--- src/rtl/divider_pkg.sv ---
// rtl/divider_pkg.sv - shared state encoding and constants for the restoring divider
package divider_pkg;

  localparam int DIV_WIDTH = 32;
  localparam int CNT_W     = 5;

  localparam logic [DIV_WIDTH-1:0] INT_MIN   = 32'h8000_0000;
  localparam logic [DIV_WIDTH-1:0] NEG_ONE   = 32'hFFFF_FFFF;
  localparam logic [CNT_W-1:0]     ITER_LAST = 5'(DIV_WIDTH - 1);

  typedef enum logic [1:0] {
    S_IDLE = 2'd0,
    S_RUN  = 2'd1,
    S_FIX  = 2'd2,
    S_DONE = 2'd3
  } div_state_t;

  // Magnitude as unsigned; INT_MIN maps onto itself, which is 2^31 unsigned.
  function automatic logic [DIV_WIDTH-1:0] abs_val(input logic [DIV_WIDTH-1:0] x);
    return x[DIV_WIDTH-1] ? (~x + 1'b1) : x;
  endfunction

endpackage

--- src/rtl/divider_div_step.sv ---
// rtl/divider_div_step.sv - one combinational restoring-division iteration
module div_step #(
  parameter int WIDTH = 32
) (
  input  logic [WIDTH-1:0] i_rem,
  input  logic             i_dvd_msb,
  input  logic [WIDTH-1:0] i_divisor,
  output logic [WIDTH-1:0] o_rem,
  output logic             o_q_bit
);

  logic [WIDTH-1:0] w_rem_shift;
  logic [WIDTH:0]   w_diff;

  // The remainder stays below the divisor (<= 2^31), so its MSB is always clear before the shift.
  assign w_rem_shift = {i_rem[WIDTH-2:0], i_dvd_msb};
  assign w_diff      = {1'b0, w_rem_shift} - {1'b0, i_divisor};
  assign o_q_bit     = ~w_diff[WIDTH];
  assign o_rem       = o_q_bit ? w_diff[WIDTH-1:0] : w_rem_shift;

endmodule

--- src/rtl/divider.sv ---
// rtl/divider.sv - multi-cycle signed restoring divider with start/ready/running handshake
module divider
  import divider_pkg::*;
#(
  parameter int WIDTH = DIV_WIDTH
) (
  input  logic             clock,
  input  logic             reset_n,
  input  logic [WIDTH-1:0] data_operandA,
  input  logic [WIDTH-1:0] data_operandB,
  input  logic             ctrl_DIV,
  output logic [WIDTH-1:0] data_result,
  output logic             data_exception,
  output logic             div_ready,
  output logic             div_running
);

  div_state_t       r_state;
  logic [WIDTH-1:0] r_dvd;
  logic [WIDTH-1:0] r_dvs;
  logic [WIDTH-1:0] r_rem;
  logic [WIDTH-1:0] r_quot;
  logic [WIDTH-1:0] r_result;
  logic             r_sign_q;
  logic             r_ovf;
  logic             r_exc;
  logic             r_ready;
  logic             r_running;
  logic [CNT_W-1:0] r_cnt;

  logic [WIDTH-1:0] w_rem_next;
  logic             w_q_bit;
  logic [WIDTH-1:0] w_quot_signed;
  logic             w_div_zero;

  assign w_div_zero    = (data_operandB == '0);
  assign w_quot_signed = r_sign_q ? (~r_quot + 1'b1) : r_quot;

  div_step #(.WIDTH(WIDTH)) u_step (
    .i_rem     (r_rem),
    .i_dvd_msb (r_dvd[WIDTH-1]),
    .i_divisor (r_dvs),
    .o_rem     (w_rem_next),
    .o_q_bit   (w_q_bit)
  );

  // Iteration counter; a start pulse restarts it from any state.
  always_ff @(posedge clock or negedge reset_n) begin
    if (!reset_n) begin
      r_cnt <= '0;
    end else if (ctrl_DIV) begin
      r_cnt <= '0;
    end else if (r_state == S_RUN) begin
      r_cnt <= r_cnt + 5'd1;
    end
  end

  always_ff @(posedge clock or negedge reset_n) begin
    if (!reset_n) begin
      r_state   <= S_IDLE;
      r_dvd     <= '0;
      r_dvs     <= '0;
      r_rem     <= '0;
      r_quot    <= '0;
      r_result  <= '0;
      r_sign_q  <= 1'b0;
      r_ovf     <= 1'b0;
      r_exc     <= 1'b0;
      r_ready   <= 1'b0;
      r_running <= 1'b0;
    end else begin
      r_ready <= 1'b0;
      if (ctrl_DIV) begin
        // Start (or abort-and-restart) from any state.
        r_dvd     <= abs_val(data_operandA);
        r_dvs     <= abs_val(data_operandB);
        r_sign_q  <= data_operandA[WIDTH-1] ^ data_operandB[WIDTH-1];
        r_ovf     <= (data_operandA == INT_MIN) && (data_operandB == NEG_ONE);
        r_rem     <= '0;
        r_quot    <= '0;
        r_running <= 1'b1;
        if (w_div_zero) begin
          r_state  <= S_DONE;
          r_result <= '0;
          r_exc    <= 1'b1;
          r_ready  <= 1'b1;
        end else begin
          r_state <= S_RUN;
        end
      end else begin
        case (r_state)
          S_IDLE: begin
            r_running <= 1'b0;
          end
          S_RUN: begin
            r_rem  <= w_rem_next;
            r_dvd  <= {r_dvd[WIDTH-2:0], 1'b0};
            r_quot <= {r_quot[WIDTH-2:0], w_q_bit};
            if (r_cnt == ITER_LAST) begin
              r_state <= S_FIX;
            end
          end
          S_FIX: begin
            r_result <= r_ovf ? INT_MIN : w_quot_signed;
            r_exc    <= r_ovf;
            r_ready  <= 1'b1;
            r_state  <= S_DONE;
          end
          S_DONE: begin
            r_running <= 1'b0;
            r_state   <= S_IDLE;
          end
          default: begin
            r_running <= 1'b0;
            r_state   <= S_IDLE;
          end
        endcase
      end
    end
  end

  assign data_result    = r_result;
  assign data_exception = r_exc;
  assign div_ready      = r_ready;
  assign div_running    = r_running;

endmodule

--- config.mk ---
export PLATFORM = sky130hd
export DESIGN_NAME = divider
export DESIGN_NICKNAME = d
export VERILOG_FILES = /design/src/rtl/divider_pkg.sv /design/src/rtl/divider_div_step.sv /design/src/rtl/divider.sv
export SDC_FILE = /design/constraint.sdc
export NUM_CORES = 1
export LEC_CHECK = 0
export ABC_AREA = 1
export CAP_MARGIN = 20
export CORE_MARGIN = 2
export CORE_UTILIZATION = 50
export DETAILED_ROUTE_END_ITERATION = 10
export GPL_TIMING_DRIVEN = 0
export MAX_ROUTING_LAYER = met4
export PLACE_DENSITY = 0.73
export SLEW_MARGIN = 20
export SYNTH_ARGS = -nofsm -noshare
export SYNTH_HDL_FRONTEND = slang
export SYNTH_HIERARCHICAL = 1
export SYNTH_SLANG_ARGS = --single-unit
--- constraint.sdc ---
create_clock -name clock -period 2.8 [get_ports clock]
set_input_delay 0.56 -clock clock [delete_from_list [all_inputs] [get_ports clock]]
set_output_delay 0.56 -clock clock [all_outputs]
set_load 0.01 [all_outputs]
After elaboration in Yosys (flattened, before gate mapping)

Index checks and enable logic that the tools add are counted.

Flip-flop bits (word level): 171
Output and inout bits: 35

Muxes and demuxes: 28
Add/subtract/negate cells: 5
Equal/unequal tests: 8
Reduce and logical (&&, ||, !) cells: 10
Bitwise gates (word level): 5

Operators by type and width:

| operator              | count |
|---|---|
| $mux 32               | 11 |
| $add 32x1->32 const B | 3 |
| $not 32->32           | 3 |
| $mux 31               | 3 |
| $eq 32x32->1 const B  | 2 |
| $sub 32x32->33        | 1 |
| $logic_not 32->1      | 1 |
| $mux 5                | 2 |
| $mux 1                | 8 |
| $mux 2                | 3 |
| $pmux 2 s3            | 1 |
| $reduce_bool 2->1     | 3 |
| $add 5x1->5 const B   | 1 |
| $eq 5x5->1 const B    | 1 |
| $eq 2x2->1 const B    | 2 |
| $reduce_and 2->1      | 2 |
| $reduce_bool 4->1     | 1 |
| $ne 3x2->1 const B    | 1 |
| $eq 2x1->1 const B    | 1 |
| $logic_not 2->1       | 1 |
| $ne 2x1->1 const B    | 1 |
| $reduce_or 2->1       | 1 |
| $logic_and 1x1->1     | 1 |
| $not 1->1             | 1 |
| $xor 1x1->1           | 1 |

Longest topological paths before layout

Word-level depth: 6
Mapped depth: 17
Depth with buffers taken out: 16

Hierarchy

Netlist, hierarchy kept.

By module, submodules not included:

| module   | times used | seq. area each (µm²) | area each (µm²) | cells an instance |
|---|---|---|---|---|
| divider  | 1          | 4304.1               | 9499.1          | 1253 |
| div_step | 1          | 0.0                  | 3046.7          | 644 |

Least setup slack after synthesis

Ideal clock, no wire load.

Path kind: register to register
Start: register r_dvd[31]
End: register r_rem[31] (netlist name)
Period minus slack after synthesis: 2.288 ns
Library setup time: 0.121 ns
Path buffers: 1
Setup slack: 0.512 ns
Data arrival time: 2.167 ns
Stages on the path, launching flop included: 18
Cells stage by stage: dfrtp_1 > inv_1 > ha_1 > fa_1 > inv_1 > nand3_1 > nand3_1 > nand2_1 > nand2_2 > nand2_1 > nand2_2 > nand2_4 > nand2_8 > inv_4 > buf_6 > nand2_2 > nand2_1 > a22o_1

RTL lines:

| item                     | line          | RTL |
|---|---|---|
| start: declaration       | divider.sv:19 | `logic [WIDTH-1:0] r_dvd;` |
| start signal: assignment | divider.sv:75 | `r_dvd <= abs_val(data_operandA);` |
| start signal: assignment | divider.sv:97 | `r_dvd <= {r_dvd[WIDTH-2:0], 1'b0};` |

Worst setup path after layout

Start: register r_dvd[31]
End: register r_rem[30]

Cells in the longest elaborated chain, start to end: 4

RTL lines:

| item                     | line                   | RTL |
|---|---|---|
| $sub 32x32->33           | divider_div_step.sv:17 | `assign w_diff = {1'b0, w_rem_shift} - {1'b0, i_divisor};` |
| $mux 31                  | divider_div_step.sv:19 | `assign o_rem = o_q_bit ? w_diff[WIDTH-1:0] : w_rem_shift;` |
| named net w_rem_next[30] | divider.sv:31          | `logic [WIDTH-1:0] w_rem_next;` |
| $mux 31                  | divider.sv:91          | `case (r_state)` |
| $mux 31                  | divider.sv:73          | `if (ctrl_DIV) begin` |
| end signal: assignment   | divider.sv:96          | `r_rem <= w_rem_next;` |
| end: declaration         | divider.sv:21          | `logic [WIDTH-1:0] r_rem;` |

The timed path passes the listed nets, and every way through them passes these cells. The select of a mux whose other input is x is not followed.
A chain may end at the register's enable or synchronous reset.

==> out/metrics.yaml <==
sta:
  min_period_ns: 2.61
  max_freq_ghz: 0.383
  hold_viol: 0
  worstMarginPinSlew_ns: 0.709
  finalSetupViolations: 0
  skew_ns: 0.0182
  drv_slew: 0
  min_period_over_period: 0.932
  slew_headroom: 0.527
  setup_tns_ns: 0
  rsz0062_at_grt: "false"
run_status:
  status: "complete, no violations"
clocking:
  cts_max_level: 4
  cts_sinks: 171
  path_clk_slew_ns: 0.08
  clock_latency_ns: 0.44
  post-cts-setup-buffers: 0
  clk_path_buf_depth: 2
  numCtsBuffers: 17
  clockRootBuffer: "clkbuf_16"
  cts_tree: "yes"
detailed_routing:
  drt-pass1-iter-count: 6
  antenna_left: 0
  drt-total-wl_um: 37100
  drt_iter0_markers: 806
  post_drt_via_cell_ratio: 5.37
  detail_route.wl_per_cell_um: 15.9
  vias: 12500
  drc: 0
yosys:
  syn-num-nets: 1985
  synthCells: 1876
  syn_area_per_cell_um2: 6.63
  syn-cell-area_um2: 12400
  yosys_warnings: 6
worst_setup_path:
  path_max_fanout: 10
  crit_type: "reg -> reg"
  crit_path_end_kind: "register"
  cp.arrival_ns: 2.92
  crit_top_cell: "nand2_1"
  cp_cell_sequence: "inv_1, ha_1, fa_2, inv_1, nand3_1, nand3_2, nand2_1, nand2_2, nand2_1, nand2_2, nand2_4, nand2_8, inv_4, buf_6, nand2_1, nand2_1, a22o_1"
  rrSetupSlack_ns: 0.19
  cp-start-kind: "register"
  cp_slowest_stage_delay_ns: 0.37
  slowest_stage: "fa_2"
  cp.required_ns: 3.11
cells_and_area:
  syn_to_final_growth_pct: 17.0
  drive_gt1_frac: 0.0656
  multi_input_area_um2: 6760
  fin_nets: 2107
  seqCellArea_um2: 4280
  fillers: 2380
  fin_cells: 2337
floorplanning:
  initial_utilization: 0.510
  die_w_um: 162
  die-area_um2: 26100
  die_h_um: 162
  ios: 102
  core_area_um2: 24400
  fp-row-count: 57
place:
  gp_congestion: 0.989
  dp.cells: 2302
  io_buffers: 100
  hpwl_um: 29000
global_routing:
  grt_pass1_vias: 12200
  grt_antenna_before_repair: 2
  grt_pass1_wl_um: 61300
  grt-ovfl-total: 0
  track_usage: 0.302
  grt_max_degree: 89
power_and_ir_drop:
  p_leak_uw: 0.00784
  pwr_density_cell_nw_per_um2: 495
  ir_drop_mv: 0.290
  p_total_uw: 7190
flow_run:
  maxCapViolations: 0
min_path:
  hp-class: "reg -> reg"
## area by class of cell
type | instances | area share
clock inverter | 15 | 0.0134
tap | 324 | 0.0279
buffer | 56 | 0.0213
timing repair buffer | 103 | 0.0736
sequential | 171 | 0.294
inverter | 291 | 0.0753
antenna | 2 | 0.000344
clock buffer | 17 | 0.0293
multi-input combinational | 1358 | 0.465
## layer usage
metal / wire length, µm / vias to the layer above / share of wire / track usage
li1: - / 6271 / - / -
met1: 16300 / 5848 / 0.44 / 0.381
met2: 18200 / 360 / 0.49 / 0.513
met3: 1740 / 61 / 0.047 / 0.0383
met4: 913 / 0 / 0.025 / 0.0869
met5: 0 / - / 0 / -
## cells in the final DEF, fill, tap and decap left out, types with 6 or more instances in the layout
master / count
a21oi_1: 23
a22o_1: 32
buf_1: 10
buf_2: 28
buf_6: 8
clkbuf_1: 9
clkbuf_16: 17
clkdlybuf4s50_1: 99
dfrtp_1: 171
ha_1: 41
inv_1: 276
inv_2: 12
nand2_1: 604
nand2_2: 18
nand3_1: 218
nand3b_1: 12
nand4_1: 31
nor2_1: 162
nor2_2: 12
nor3_1: 8
o211ai_1: 6
o21ai_0: 60
o21ai_1: 8
o21bai_1: 8
o221ai_1: 8
o22ai_1: 44
xnor2_1: 8
xor2_1: 29
## worst max-delay path, delay by kind of cell, from the launching register on
| family | cells | cell delay, ns |
|---|---|---|
| AOI/OAI and AO/OA | 1 | 0.23 |
| adders and majority gates | 2 | 0.61 |
| buffers and inverters | 4 | 0.39 |
| DFF | 1 | 0.35 |
| and+or+nand+nor | 10 | 0.88 |
## repair_timing
| item | in CTS | in global routing |
|---|---|---|
| resized for setup | 0 | 2 |
| endpoints found under the setup margin | 0 | 27 |
| hold endpoints to repair | 14 | 0 |
| hold buffers | 1 | 0 |
## registers in the layout (all words and copies together) (netlist names)
name / flops
r_dvs: 32
r_ovf: 1
div_ready: 1
r_quot: 32
r_state: 2
div_running: 1
data_exception: 1
r_rem: 31
r_cnt: 5
data_result: 32
r_sign_q: 1
r_dvd: 32
## report_power, final
| group | leakage (µW) | internal [µW] | switching, µW |
|---|---|---|---|
| registers | 0.00225 | 2710 | 130 |
| logic | 0.00528 | 613 | 1260 |
| clock network | 0.000301 | 1290 | 1190 |
## through the flow
stage	area [µm²]	hold slack (ns)	utilization	setup WS, ns
global route	14500	0.501	0.596	0.0494
floorplan	12400	0.264	-	0.521
global placement	13800	0.465	0.567	-6.03
finish	14500	0.483	0.596	0.190
CTS	14500	0.485	0.596	0.106
detailed placement	13900	0.393	0.570	0.151
## worst paths after layout
kind / cells after the start / from / end
max reg2reg: 17 / r_dvd[31]$_DFFE_PN0P_ / r_rem[30]$_DFFE_PN0P_
max: 17 / r_dvd[31]$_DFFE_PN0P_ / r_rem[30]$_DFFE_PN0P_
max in group asynchronous: 4 / reset_n / r_dvd[24]$_DFFE_PN0P_
min: 2 / r_dvs[23]$_DFFE_PN0P_ / r_dvs[23]$_DFFE_PN0P_
min reg2reg: 2 / r_dvs[23]$_DFFE_PN0P_ / r_dvs[23]$_DFFE_PN0P_
min in group asynchronous: 2 / reset_n / r_rem[11]$_DFFE_PN0P_
Note: power is estimated with default switching activity, not from simulation.
==> variant: new RTL, config.mk and constraints unchanged <==
Register the input `ctrl_DIV` before use, cleared by the reset. The logic sees it one clock later. The other inputs are not delayed to match.
--- a/src/rtl/divider.sv
+++ b/src/rtl/divider.sv
@@ -14,6 +14,16 @@
   output logic             div_ready,
   output logic             div_running
 );
+
+  logic ctrl_DIV_q;
+
+  always_ff @(posedge clock or negedge reset_n) begin
+    if (!reset_n) begin
+      ctrl_DIV_q <= '0;
+    end else begin
+      ctrl_DIV_q <= ctrl_DIV;
+    end
+  end
 
   div_state_t       r_state;
   logic [WIDTH-1:0] r_dvd;
@@ -48,7 +58,7 @@
   always_ff @(posedge clock or negedge reset_n) begin
     if (!reset_n) begin
       r_cnt <= '0;
-    end else if (ctrl_DIV) begin
+    end else if (ctrl_DIV_q) begin
       r_cnt <= '0;
     end else if (r_state == S_RUN) begin
       r_cnt <= r_cnt + 5'd1;
@@ -70,7 +80,7 @@
       r_running <= 1'b0;
     end else begin
       r_ready <= 1'b0;
-      if (ctrl_DIV) begin
+      if (ctrl_DIV_q) begin
         // Start (or abort-and-restart) from any state.
         r_dvd     <= abs_val(data_operandA);
         r_dvs     <= abs_val(data_operandB);
Formal check against the unedited RTL: not equivalent (a bounded check fails within 4 cycles, from zero or initial values and one cycle with reset_n low).
==> variant against the original RTL <==
- synthesized area grew 0.57%
- via count hardly changed
- final cell count decreased by 0.13%
- sequential cell count rose by 1
- fmax shrank 2.5%
- setup slack worse by 0.066 ns
- critical path depth stayed put
- routed wire length rose by 3.6%
- combinational power grew 5%
- sequential share of layout area is 0.14 points higher
- first-iteration DRC count increased by 21%
- global-route usage up 0.52 points
- final area is 0.12% higher
- power grew 1.1%
==> variant: results (changes against the original RTL) <==
cells_and_area:
  buffer_area_share_pct: 9.26  # -0.23 points
  stdcell_count: 2334  # -0.13%
  fin_nets: 2102  # -0.24%
  antennaDiodeCount: 5  # +3
  multi_input_gates: 1351  # -0.52%
  clock_area_share_pct: 4.12  # -0.15 points
  seq_area_um2: 4300  # +0.58%
  seq_cells: 172  # +0.58%
  drive_gt1_share_pct: 6.38  # -0.18 points
  multi_input_area_um2: 6800  # +0.56%
  fillCellCount: 2361  # -0.80%
place:
  placed_cell_area_um2: 13900  # +0.32%
  dpl.hpwl_um: 29900  # +3.2%
critical_path:
  rrSetupSlack_ns: 0.12  # -0.07 ns
  worstReg2RegEnd: "r_rem[24]"
  cp.arrival_ns: 3.01  # +0.09 ns
  cpMaxStageDelayCell: "dfrtp_1"
  slowest_delay_ns: 0.42  # +0.05 ns
outcome:
  status: "complete, no violations"
global_route:
  grt_max_degree: 98  # +10%
  grt_pass1_vias: 12173  # -0.38%
  grt_util_all_layers_pct: 30.7  # +0.52 points
  grt_pass1_wl_um: 62100  # +1.3%
sta:
  final.setup_skew_ns: 0.0161  # -0.00207 ns
  timing.fmax_ghz: 0.374  # -2.5%
  hold_ws_ns: 0.0458  # -0.437 ns
  worstMarginPinSlew_ns: 0.709  # -0.000000596 ns
drt:
  met2WireLength_um: 18400  # +1.5%
  wl_met1_um: 17100  # +5.0%
  drt-initial-drc-count: 976  # +21%
  vias_per_cell: 5.37  # +0.17%
  met3_wirelength_um: 1970  # +13%
  routed_wl_um: 38500  # +3.6%
logic_synthesis:
  synth_fp_nets: 1982  # -0.15%
  syn_avg_cell_area_um2: 6.68  # +0.79%
power:
  p_leak_nw: 7.78  # -0.74%
  ir_drop_v: 0.000412  # +42%
min_path:
  hp-class: "input port to asynchronous set/reset pin"
-- variant: worst max path at each step --
stage | start | endpoint | cells past startpoint
after floorplan | r_dvd[31] | r_rem[17] | 17
after global placement | reset_n | r_quot[23] | 1
after detailed placement | r_dvd[31] | r_rem[20] | 17
after CTS | r_dvd[31] | r_rem[24] | 17
after global routing | r_dvd[31] | r_rem[26] | 17
final | r_dvd[31] | r_rem[24] | 17
-- variant: timing repair --
item	in CTS	in global routing
buffers inserted	0	0
setup endpoints to repair	0	16
resized for setup	0	1
-- variant: report_power, final --
part / internal, W / switching (W)
logic: 0.000640 / 0.00132
clock network: 0.00121 / 0.00124
registers: 0.00274 / 0.000131
total: 0.00458 / 0.00269
-- variant: layer usage --
| metal | track usage, % | vias up |
|---|---|---|
| li1 | - | 6232 |
| met1 | 38.9 | 5869 |
| met2 | 51.2 | 383 |
| met3 | 4.62 | 61 |
| met4 | 9.09 | 0 |
| met5 | - | - |
